$ cat config.mk
export PLATFORM = sky130hd
export DESIGN_NAME = n108_bank_core
export DESIGN_NICKNAME = d
export VERILOG_FILES = /design/src/rtl/n108_bank_core_pkg.sv /design/src/rtl/n108_a12_filter.sv /design/src/rtl/n108_bank_core.sv
export SDC_FILE = /design/constraint.sdc
export NUM_CORES = 1
export LEC_CHECK = 0
export CAP_MARGIN = 25
export CELL_PAD_IN_SITES_DETAIL_PLACEMENT = 0
export CELL_PAD_IN_SITES_GLOBAL_PLACEMENT = 1
export CORE_MARGIN = 2
export CORE_UTILIZATION = 47
export DETAILED_ROUTE_END_ITERATION = 10
export HOLD_SLACK_MARGIN = 0.12
export PLACE_DENSITY_LB_ADDON = 0.1
export SYNTH_ARGS = -nofsm -noshare
export SYNTH_HDL_FRONTEND = slang
export SYNTH_SLANG_ARGS = --single-unit
$ cat constraint.sdc
create_clock -name clk -period 6.75 [get_ports clk]
set_input_delay 2.025 -clock clk [delete_from_list [all_inputs] [get_ports clk]]
set_output_delay 2.025 -clock clk [all_outputs]
set_load 0.005 [all_outputs]
$ cat src/rtl/n108_bank_core_pkg.sv
// Shared constants for the N108 bank core: register indices, select-byte fields and write decode.
package n108_bank_core_pkg;

  localparam logic [2:0] R0 = 3'd0;
  localparam logic [2:0] R1 = 3'd1;
  localparam logic [2:0] R2 = 3'd2;
  localparam logic [2:0] R3 = 3'd3;
  localparam logic [2:0] R4 = 3'd4;
  localparam logic [2:0] R5 = 3'd5;
  localparam logic [2:0] R6 = 3'd6;
  localparam logic [2:0] R7 = 3'd7;

  localparam int unsigned SelIdxLsb  = 0;
  localparam int unsigned SelIdxMsb  = 2;
  localparam int unsigned SelPrgMode = 6;
  localparam int unsigned SelChrInv  = 7;

  // cpu_addr[15] enables decode, [14:13] picks the window, [0] picks even/odd register.
  localparam int unsigned AddrEnBit  = 15;
  localparam int unsigned AddrWinMsb = 14;
  localparam int unsigned AddrWinLsb = 13;
  localparam int unsigned AddrOddBit = 0;

  typedef enum logic [1:0] {
    WinBank     = 2'b00,  // $8000
    WinMirror   = 2'b01,  // $A000
    WinIrqLatch = 2'b10,  // $C000
    WinIrqCtl   = 2'b11   // $E000
  } win_e;

endpackage

$ cat src/rtl/n108_a12_filter.sv
// PPU A12 rise detector: a rise counts only after at least A12_FILT consecutive low samples.
module n108_a12_filter #(
  parameter int unsigned A12_FILT = 3
) (
  input  logic clk,
  input  logic rst_n,
  input  logic a12,
  output logic a12_rise
);

  localparam int unsigned CntW = (A12_FILT < 1) ? 1 : $clog2(A12_FILT + 1);
  localparam logic [CntW-1:0] CntMax = CntW'(A12_FILT);

  logic [CntW-1:0] low_cnt_q, low_cnt_d;
  logic            a12_q;

  always_comb begin
    low_cnt_d = low_cnt_q;
    if (a12) begin
      low_cnt_d = '0;
    end else if (low_cnt_q != CntMax) begin
      low_cnt_d = low_cnt_q + CntW'(1);
    end
  end

  always_ff @(posedge clk or negedge rst_n) begin
    if (!rst_n) begin
      low_cnt_q <= '0;
      a12_q     <= 1'b0;
    end else begin
      low_cnt_q <= low_cnt_d;
      a12_q     <= a12;
    end
  end

  assign a12_rise = a12 & ~a12_q & (low_cnt_q >= CntMax);

endmodule

$ cat src/rtl/n108_bank_core.sv
// N108 PRG/CHR bank mapper. Define N108_SCANLINE_IRQ_EN to build the A12 scanline IRQ counter.
module n108_bank_core
  import n108_bank_core_pkg::*;
#(
  parameter int unsigned PRG_W    = 6,
  parameter int unsigned CHR_W    = 8,
  parameter int unsigned A12_FILT = 3
) (
  input  logic             clk,
  input  logic             rst_n,
  input  logic             cpu_we,
  input  logic [15:0]      cpu_addr,
  input  logic [7:0]       cpu_data,
  input  logic [2:0]       ppu_addr,
  output logic [PRG_W-1:0] prg_page,
  output logic [CHR_W-1:0] chr_page,
  output logic             mirror,
  output logic [1:0]       wram_ctl,
  output logic             irq
);

  localparam logic [PRG_W-1:0] PrgLast       = '1;
  localparam logic [PRG_W-1:0] PrgSecondLast = {{(PRG_W-1){1'b1}}, 1'b0};

  logic [CHR_W-1:0] chr_bank_q [0:5];
  logic [PRG_W-1:0] prg_bank_q [0:1];
  logic [2:0]       sel_idx_q;
  logic             prg_mode_q, chr_inv_q, mirror_q;
  logic [1:0]       wram_ctl_q;

  logic wr_en, odd;
  win_e win;
  assign wr_en = cpu_we & cpu_addr[AddrEnBit];
  assign win   = win_e'(cpu_addr[AddrWinMsb:AddrWinLsb]);
  assign odd   = cpu_addr[AddrOddBit];

  always_ff @(posedge clk or negedge rst_n) begin
    if (!rst_n) begin
      for (int i = 0; i < 6; i++) chr_bank_q[i] <= '0;
      prg_bank_q[0] <= '0;
      prg_bank_q[1] <= '0;
      sel_idx_q     <= '0;
      prg_mode_q    <= 1'b0;
      chr_inv_q     <= 1'b0;
      mirror_q      <= 1'b0;
      wram_ctl_q    <= '0;
    end else if (wr_en) begin
      case (win)
        WinBank: begin
          if (!odd) begin
            sel_idx_q  <= cpu_data[SelIdxMsb:SelIdxLsb];
            prg_mode_q <= cpu_data[SelPrgMode];
            chr_inv_q  <= cpu_data[SelChrInv];
          end else begin
            for (int i = 0; i < 6; i++) begin
              if (sel_idx_q == 3'(i)) chr_bank_q[i] <= cpu_data[CHR_W-1:0];
            end
            if (sel_idx_q == R6) prg_bank_q[0] <= cpu_data[PRG_W-1:0];
            if (sel_idx_q == R7) prg_bank_q[1] <= cpu_data[PRG_W-1:0];
          end
        end
        WinMirror: begin
          if (!odd) mirror_q <= cpu_data[0];
          else      wram_ctl_q <= cpu_data[7:6];
        end
        default: ;
      endcase
    end
  end

  // Mode 1 swaps the fixed second-last page with R6 between slots 0 and 2.
  always_comb begin
    case (cpu_addr[AddrWinMsb:AddrWinLsb])
      2'd0:    prg_page = prg_mode_q ? PrgSecondLast : prg_bank_q[0];
      2'd1:    prg_page = prg_bank_q[1];
      2'd2:    prg_page = prg_mode_q ? prg_bank_q[0] : PrgSecondLast;
      default: prg_page = PrgLast;
    endcase
  end

  logic [2:0] chr_q;
  assign chr_q = ppu_addr ^ {chr_inv_q, 2'b00};

  always_comb begin
    case (chr_q)
      3'd0, 3'd1: chr_page = {chr_bank_q[R0][CHR_W-1:1], chr_q[0]};
      3'd2, 3'd3: chr_page = {chr_bank_q[R1][CHR_W-1:1], chr_q[0]};
      3'd4:       chr_page = chr_bank_q[R2];
      3'd5:       chr_page = chr_bank_q[R3];
      3'd6:       chr_page = chr_bank_q[R4];
      default:    chr_page = chr_bank_q[R5];
    endcase
  end

  assign mirror   = mirror_q;
  assign wram_ctl = wram_ctl_q;

  logic unused_bits;
  assign unused_bits = ^{cpu_addr[12:1], chr_bank_q[R0][0], chr_bank_q[R1][0]};

`ifdef N108_SCANLINE_IRQ_EN
  logic       a12_rise, irq_wr, edge_live;
  logic [7:0] latch_q, latch_d, counter_q, counter_d;
  logic       reload_q, reload_d, irq_en_q, irq_en_d, irq_q, irq_d;

  n108_a12_filter #(
    .A12_FILT(A12_FILT)
  ) u_a12_filter (
    .clk     (clk),
    .rst_n   (rst_n),
    .a12     (ppu_addr[2]),
    .a12_rise(a12_rise)
  );

  // Counter-affecting writes take priority; a coincident edge is dropped.
  assign irq_wr    = wr_en & (((win == WinIrqLatch) & odd) | (win == WinIrqCtl));
  assign edge_live = a12_rise & ~irq_wr;

  always_comb begin
    latch_d   = latch_q;
    counter_d = counter_q;
    reload_d  = reload_q;
    irq_en_d  = irq_en_q;
    irq_d     = irq_q;
    if (edge_live) begin
      if (counter_q == 8'd0 || reload_q) begin
        counter_d = latch_q;
        reload_d  = 1'b0;
      end else begin
        counter_d = counter_q - 8'd1;
      end
      if (counter_d == 8'd0 && irq_en_q) irq_d = 1'b1;
    end
    if (wr_en) begin
      case (win)
        WinIrqLatch: begin
          if (!odd) begin
            latch_d = cpu_data;
          end else begin
            reload_d  = 1'b1;
            counter_d = 8'd0;
          end
        end
        WinIrqCtl: begin
          if (!odd) begin
            irq_en_d = 1'b0;
            irq_d    = 1'b0;
          end else begin
            irq_en_d = 1'b1;
          end
        end
        default: ;
      endcase
    end
  end

  always_ff @(posedge clk or negedge rst_n) begin
    if (!rst_n) begin
      latch_q   <= '0;
      counter_q <= '0;
      reload_q  <= 1'b0;
      irq_en_q  <= 1'b0;
      irq_q     <= 1'b0;
    end else begin
      latch_q   <= latch_d;
      counter_q <= counter_d;
      reload_q  <= reload_d;
      irq_en_q  <= irq_en_d;
      irq_q     <= irq_d;
    end
  end

  assign irq = irq_q;
`else
  assign irq = 1'b0;
`endif

endmodule

==> results of run 1 <==
registers in the layout (all words and copies together) (netlist names):
signal / count
prg_bank_q: 12
sel_idx_q: 3
wram_ctl: 2
chr_bank_q: 46
prg_mode_q: 1
chr_inv_q: 1
mirror: 1
cells by family after synthesis:
| group | Yosys count | synth area share |
|---|---|---|
| AND/OR/NAND/NOR | 45 | 0.0890 |
| other | 1 | 0.00116 |
| buffers and inverters | 21 | 0.0341 |
| XOR/XNOR | 1 | 0.00271 |
| AO/OA/AOI/OAI | 37 | 0.0701 |
| flip-flops | 66 | 0.511 |
| multiplexers | 80 | 0.292 |
area by class of cell:
class	instances	area, µm²	area share
clock buffers	14	173	0.0455
multi-input cells	164	1480	0.390
well taps	80	100	0.0264
inverters	6	22.5	0.00594
repair buffers	37	358	0.0944
clock inverters	2	10.0	0.00264
flip-flops and latches	66	1650	0.435
routing by layer:
layer / vias to the layer above / global-route usage / part of all wire
met2: 35 / 0.289 / 0.46
met1: 999 / 0.274 / 0.50
met3: 10 / 0.0332 / 0.029
li1: 968 / - / -
met4: 0 / 0.0724 / 0.015
met5: - / 0 / 0
power groups by stage:
stage	Combinational, mW	Clock [mW]	Sequential, mW
final	0.222	0.301	0.490
after global routing	0.247	0.333	0.499
after CTS	0.226	0.313	0.490
after detailed placement	0.224	0	0.498
after global placement	0.222	0	0.495
after floorplan	0.145	0	0.480
worst paths after layout:
path / from / end / slack, ns / cells past startpoint
setup / recovery: ppu_addr[2] / chr_page[1] / 0.79 / 6
max in group asynchronous: rst_n / chr_bank_q[34] / 4.34 / 2
min in group asynchronous: rst_n / chr_bank_q[7] / 1.87 / 2
hold / removal: chr_bank_q[42] / chr_bank_q[42] / 0.50 / 1
hold reg to reg: chr_bank_q[42] / chr_bank_q[42] / 0.50 / 1
setup reg to reg: sel_idx_q[0] / chr_bank_q[9] / 4.88 / 2
metrics by stage:
step / instances / setup slack [ns]
floorplan: 251 / 1.61
detailed placement: 353 / 0.808
CTS: 369 / 0.784
global placement: 353 / 0.814
global route: 369 / 0.676
finish: 369 / 0.788
placed cells by master (no fill, tap or decap), types with 2 or more instances in the layout:
master           count
a21oi_1              7
buf_4                3
clkbuf_1             2
clkbuf_8            12
clkdlybuf4s50_1     33
clkinv_2             2
dfrtp_1             66
inv_1                6
mux2_2              50
mux2_4              16
mux2i_1             14
nand2_1             16
nand3b_1             2
nand4_1              2
nor2_1               6
nor3_1               5
o211ai_1             7
o21ai_0             15
o22a_1               5
==> results.cfg, run 1 <==
[run_status]
outcome = complete, no violations

[setup_path]
endpoint_kind = primary output
crit_chain = clkdlybuf4s50_1 > xor2_2 > buf_4 > o21ai_0 > o21ai_0 > clkdlybuf4s50_1
critPathRequiredTime_ns = 4.72
critical-path-max-stage-delay_ns = 0.56
critPathTopFamily = buffers and inverters
cp_data_arrival_time_ns = 3.94
criticalPathCategory = in -> out
crit_fanout = 31
crit_buf_inv = 3
start_kind = input pin
cpMaxStageDelayCell = clkdlybuf4s50_1

[power_and_ir_drop]
power.static_leakage_nw = 1.79
powerDensity_nw_per_um2 = 267
combPwrFrac = 0.219
p_clk_frac = 0.297
p_sw_mw = 0.267
p_total_mw = 1.01
ir_worst_vdd_v = 0.000127
seq_power_share = 0.484
swShare = 0.263
p_int_mw = 0.746

[synth]
synth_area_um2 = 3230
synth_area_leader_cell = dfrtp_1
syn_area_per_cell_um2 = 12.9
synth_async_sr_flop_share = 1.00
ys_top_cells_by_count = dfrtp_1 (66), mux2_2 (50), mux2_4 (16), nand2_1 (16), o21ai_0 (15)
yosysTopAreaCellShare = 0.511
synth_flop_cell = dfrtp_1
synthTopCellsByArea = dfrtp_1 (51%), mux2_2 (17%), mux2_4 (7.4%)
yosysSeqAreaShare = 0.511
synth_cells = 251
ys_ff_latch = 66
yosysUniqueCellTypes = 38
syn_nets = 281
yosysWarnings = 0
synth_edf_count = 0
synth.most_common_cell = dfrtp_1

[sta]
fmaxAchievable_ghz = 0.168
maxSlewHeadroom = 0.452
setup_viol = 0
period_minus_slack_ns = 5.96
slew_viol_final = 0
worstMarginPinSlew_ns = 0.822
clock_skew_ns = 0.00615
hold_ws_ns = 0.500
rsz0062_at_grt = false
period_share = 0.883
tns_ns = 0
hold_viol = 0

[floorplan]
initial_core_util = 0.481
dieArea_um2 = 7560
die_x_um = 86.9
boundaryPins = 48
dieHeight_um = 86.9
core_um2 = 6720
rows = 30

[grt]
grt_pass1_vias = 2027
grt_usage = 0.191
grt.overflow.total = 0
antenna_found_initial = 0
grt_pass1_wl_mm = 10.7
grt_max_degree = 67

[clock_tree]
cts.sinks = 66
cts_resized = 0
cts-buffers-inserted = 9
cts_tree = yes
clkSlewWorstSetupHoldPaths_ns = 0.06
clk_latency_ns = 0.33
cts_max_level = 3
clock_path_buffers = 2
hold_buffers = 0
cts_root_buffer = clkbuf_8
cts_setup_buffers = 0

[place]
io_buffers = 34
hpwl_mm = 3.98
placed_area_um2 = 3610
gp_congestion = 0.705

[layout]
fin_area_um2 = 3790
fillers = 618
areaGrowthSynthToFinish_pct = 17.3
layout.nets = 314
drive_above_1_share = 0.318
antenna_cells = 0
final_core_util = 0.564

[min_path]
hold_path.class = reg -> reg

[drt]
drc = 0
vias_per_cell = 5.45
drt_pre_antenna_iters = 4
num_vias = 2012
dr.first_iter.drc_count = 89
wl_per_cell_um = 17.1
postRouteWirelength_mm = 6.30
ant_nets = 0

[job]
drv_cap = 0
Power figures use the tool's default switching activity.
==> run 2, diff against run 1 <==
--- a/config.mk
+++ b/config.mk
@@ -9,7 +9,8 @@
 export CELL_PAD_IN_SITES_DETAIL_PLACEMENT = 0
 export CELL_PAD_IN_SITES_GLOBAL_PLACEMENT = 1
 export CORE_MARGIN = 2
-export CORE_UTILIZATION = 47
+export CORE_UTILIZATION = 49
+export CTS_BUF_LIST = sky130_fd_sc_hd__clkbuf_8
 export DETAILED_ROUTE_END_ITERATION = 10
 export HOLD_SLACK_MARGIN = 0.12
 export PLACE_DENSITY_LB_ADDON = 0.1
==> run 2 against run 1 <==
Effect of this change: global-route usage hardly changed; sequential power hardly changed; sequential share of layout area decreased by 0.21 points; via count is 1.5% higher; combinational power hardly changed; setup slack better by 0.060 ns; core utilization rose by 3.6 points; clock power is 12% higher; first-iteration DRC count fell by 47%; register-to-register slack about the same; critical path type unchanged; critical endpoint is now chr_page[2]; largest cell class unchanged.
==> results.cfg, run 2 (synthesis results as in run 1) <==
[sta]
setup_viol = 0
hold_viol = 0
clock_skew_ns = 0.00746
tns_ns = 0
maxSlewHeadroom = 0.446
period_minus_slack_ns = 5.90
fmaxAchievable_ghz = 0.169
worstMarginPinSlew_ns = 0.831
rsz0062_at_grt = false
slew_viol_final = 0
period_share = 0.874

[setup_path]
criticalPathCategory = in -> out
crit_fanout = 31
reg2reg_from = sel_idx_q[0]
cp_data_arrival_time_ns = 3.88
endpoint_kind = primary output
startpoint = ppu_addr[2]
start_kind = input pin
critPathRequiredTime_ns = 4.72

[place]
io_buffers = 34
gp_congestion = 0.713
hpwl_mm = 4.00
placed_area_um2 = 3610
dp.cells = 350

[layout]
mostFrequentLayoutCells = dfrtp_1 (66), mux2_2 (50), clkdlybuf4s50_1 (33), nand2_1 (16), mux2_4 (16)
areaGrowthSynthToFinish_pct = 17.9
reg_top3 = chr_bank_q (46), prg_bank_q (12), sel_idx_q (3)
layout.cells.non_filler = 366
layout.nets = 314
largest_register_ffs = 46
fin_area_um2 = 3810
top_register = chr_bank_q
antenna_cells = 0
fillers = 522
mostFrequentLayoutCell = dfrtp_1
drive_above_1_share = 0.322

[power_and_ir_drop]
power.static_leakage_nw = 1.79
ir_worst_vdd_v = 0.000166
powerDensity_nw_per_um2 = 275

[clock_tree]
clock_path_buffers = 2
clkSlewWorstSetupHoldPaths_ns = 0.07
cts_resized = 0
cts-buffers-inserted = 9
cts_max_level = 3
clk_latency_ns = 0.34
cts_tree = yes
cts.sinks = 66
hold_buffers = 0
cts_setup_buffers = 0
cts_root_buffer = clkbuf_8

[drt]
num_vias = 2043
vias_per_cell = 5.58
postRouteWirelength_mm = 6.30
wl_per_cell_um = 17.2
drc = 0
drt_pre_antenna_iters = 4
dr.first_iter.drc_count = 47
ant_nets = 0

[floorplan]
die_x_um = 85.2
dieArea_um2 = 7260
dieHeight_um = 85.2
boundaryPins = 48
core_um2 = 6350
initial_core_util = 0.509
rows = 29

[grt]
grt_usage = 0.191
grt_pass1_wl_mm = 10.5
grt.overflow.total = 0
grt_pass1_vias = 2036
antenna_found_initial = 0
grt_max_degree = 67

[run_status]
outcome = complete, no violations

[job]
drv_cap = 0

[min_path]
hp-start = chr_bank_q[43]
hold_path.class = reg -> reg
==> run 2: changes by cell type in the layout (fill, tap and decap cells not counted), sizes merged <==
cell	delta
inv	+1
clkbuf	-3
clkinv	-1
bufinv	+1
clkinvlp	+2
==> run 2: layout make-up <==
type | instances | area, µm² | area share
clock inverters | 5 | 53.8 | 0.0141
well taps | 77 | 96.3 | 0.0253
clock buffers | 11 | 151 | 0.0397
multi-input cells | 164 | 1480 | 0.388
repair buffers | 37 | 358 | 0.0939
flip-flops and latches | 66 | 1650 | 0.433
inverters | 6 | 22.5 | 0.00591
==> run 2: critical path: stages <==
cell	delay [ns]
clkdlybuf4s50_1	0.50
xor2_2	0.13
buf_4	0.30
o21ai_0	0.11
o21ai_0	0.25
clkdlybuf4s50_1	0.56
==> run 2: path summary, 6_finish.rpt <==
| path | end | slack, ns | depth (start not counted) |
|---|---|---|---|
| worst min-delay path | chr_bank_q[43] | 0.50 | 1 |
| min in group asynchronous | chr_bank_q[7] | 1.86 | 2 |
| max in group asynchronous | prg_bank_q[9] | 4.34 | 2 |
| worst max register to register | chr_bank_q[9] | 4.87 | 2 |
| worst max-delay path | chr_page[2] | 0.85 | 6 |
| worst min register to register | chr_bank_q[43] | 0.50 | 1 |
==> run 2: power by group <==
group / total (mW) / internal (mW) / switching [mW] / leakage (nW)
clock network: 0.336 / 0.189 / 0.147 / 0.103
logic: 0.221 / 0.131 / 0.0895 / 0.802
registers: 0.490 / 0.452 / 0.0384 / 0.889
==> run 2: routing by layer <==
layer / vias up / GRT usage / wire length (µm)
li1: 969 / - / -
met1: 1030 / 0.274 / 3120
met4: 0 / 0.0823 / 107
met5: - / 0 / 0
met3: 10 / 0.0263 / 140
met2: 34 / 0.292 / 2920
==> run 2: stage by stage <==
step / total power [mW] / utilization / setup slack (ns) / hold slack (ns)
floorplan: 0.624 / - / 1.61 / 0.471
global placement: 0.715 / 0.568 / 0.846 / 0.484
CTS: 1.06 / 0.600 / 0.838 / 0.507
global route: 1.10 / 0.600 / 0.700 / 0.513
finish: 1.05 / 0.600 / 0.848 / 0.504
detailed placement: 0.721 / 0.568 / 0.835 / 0.491
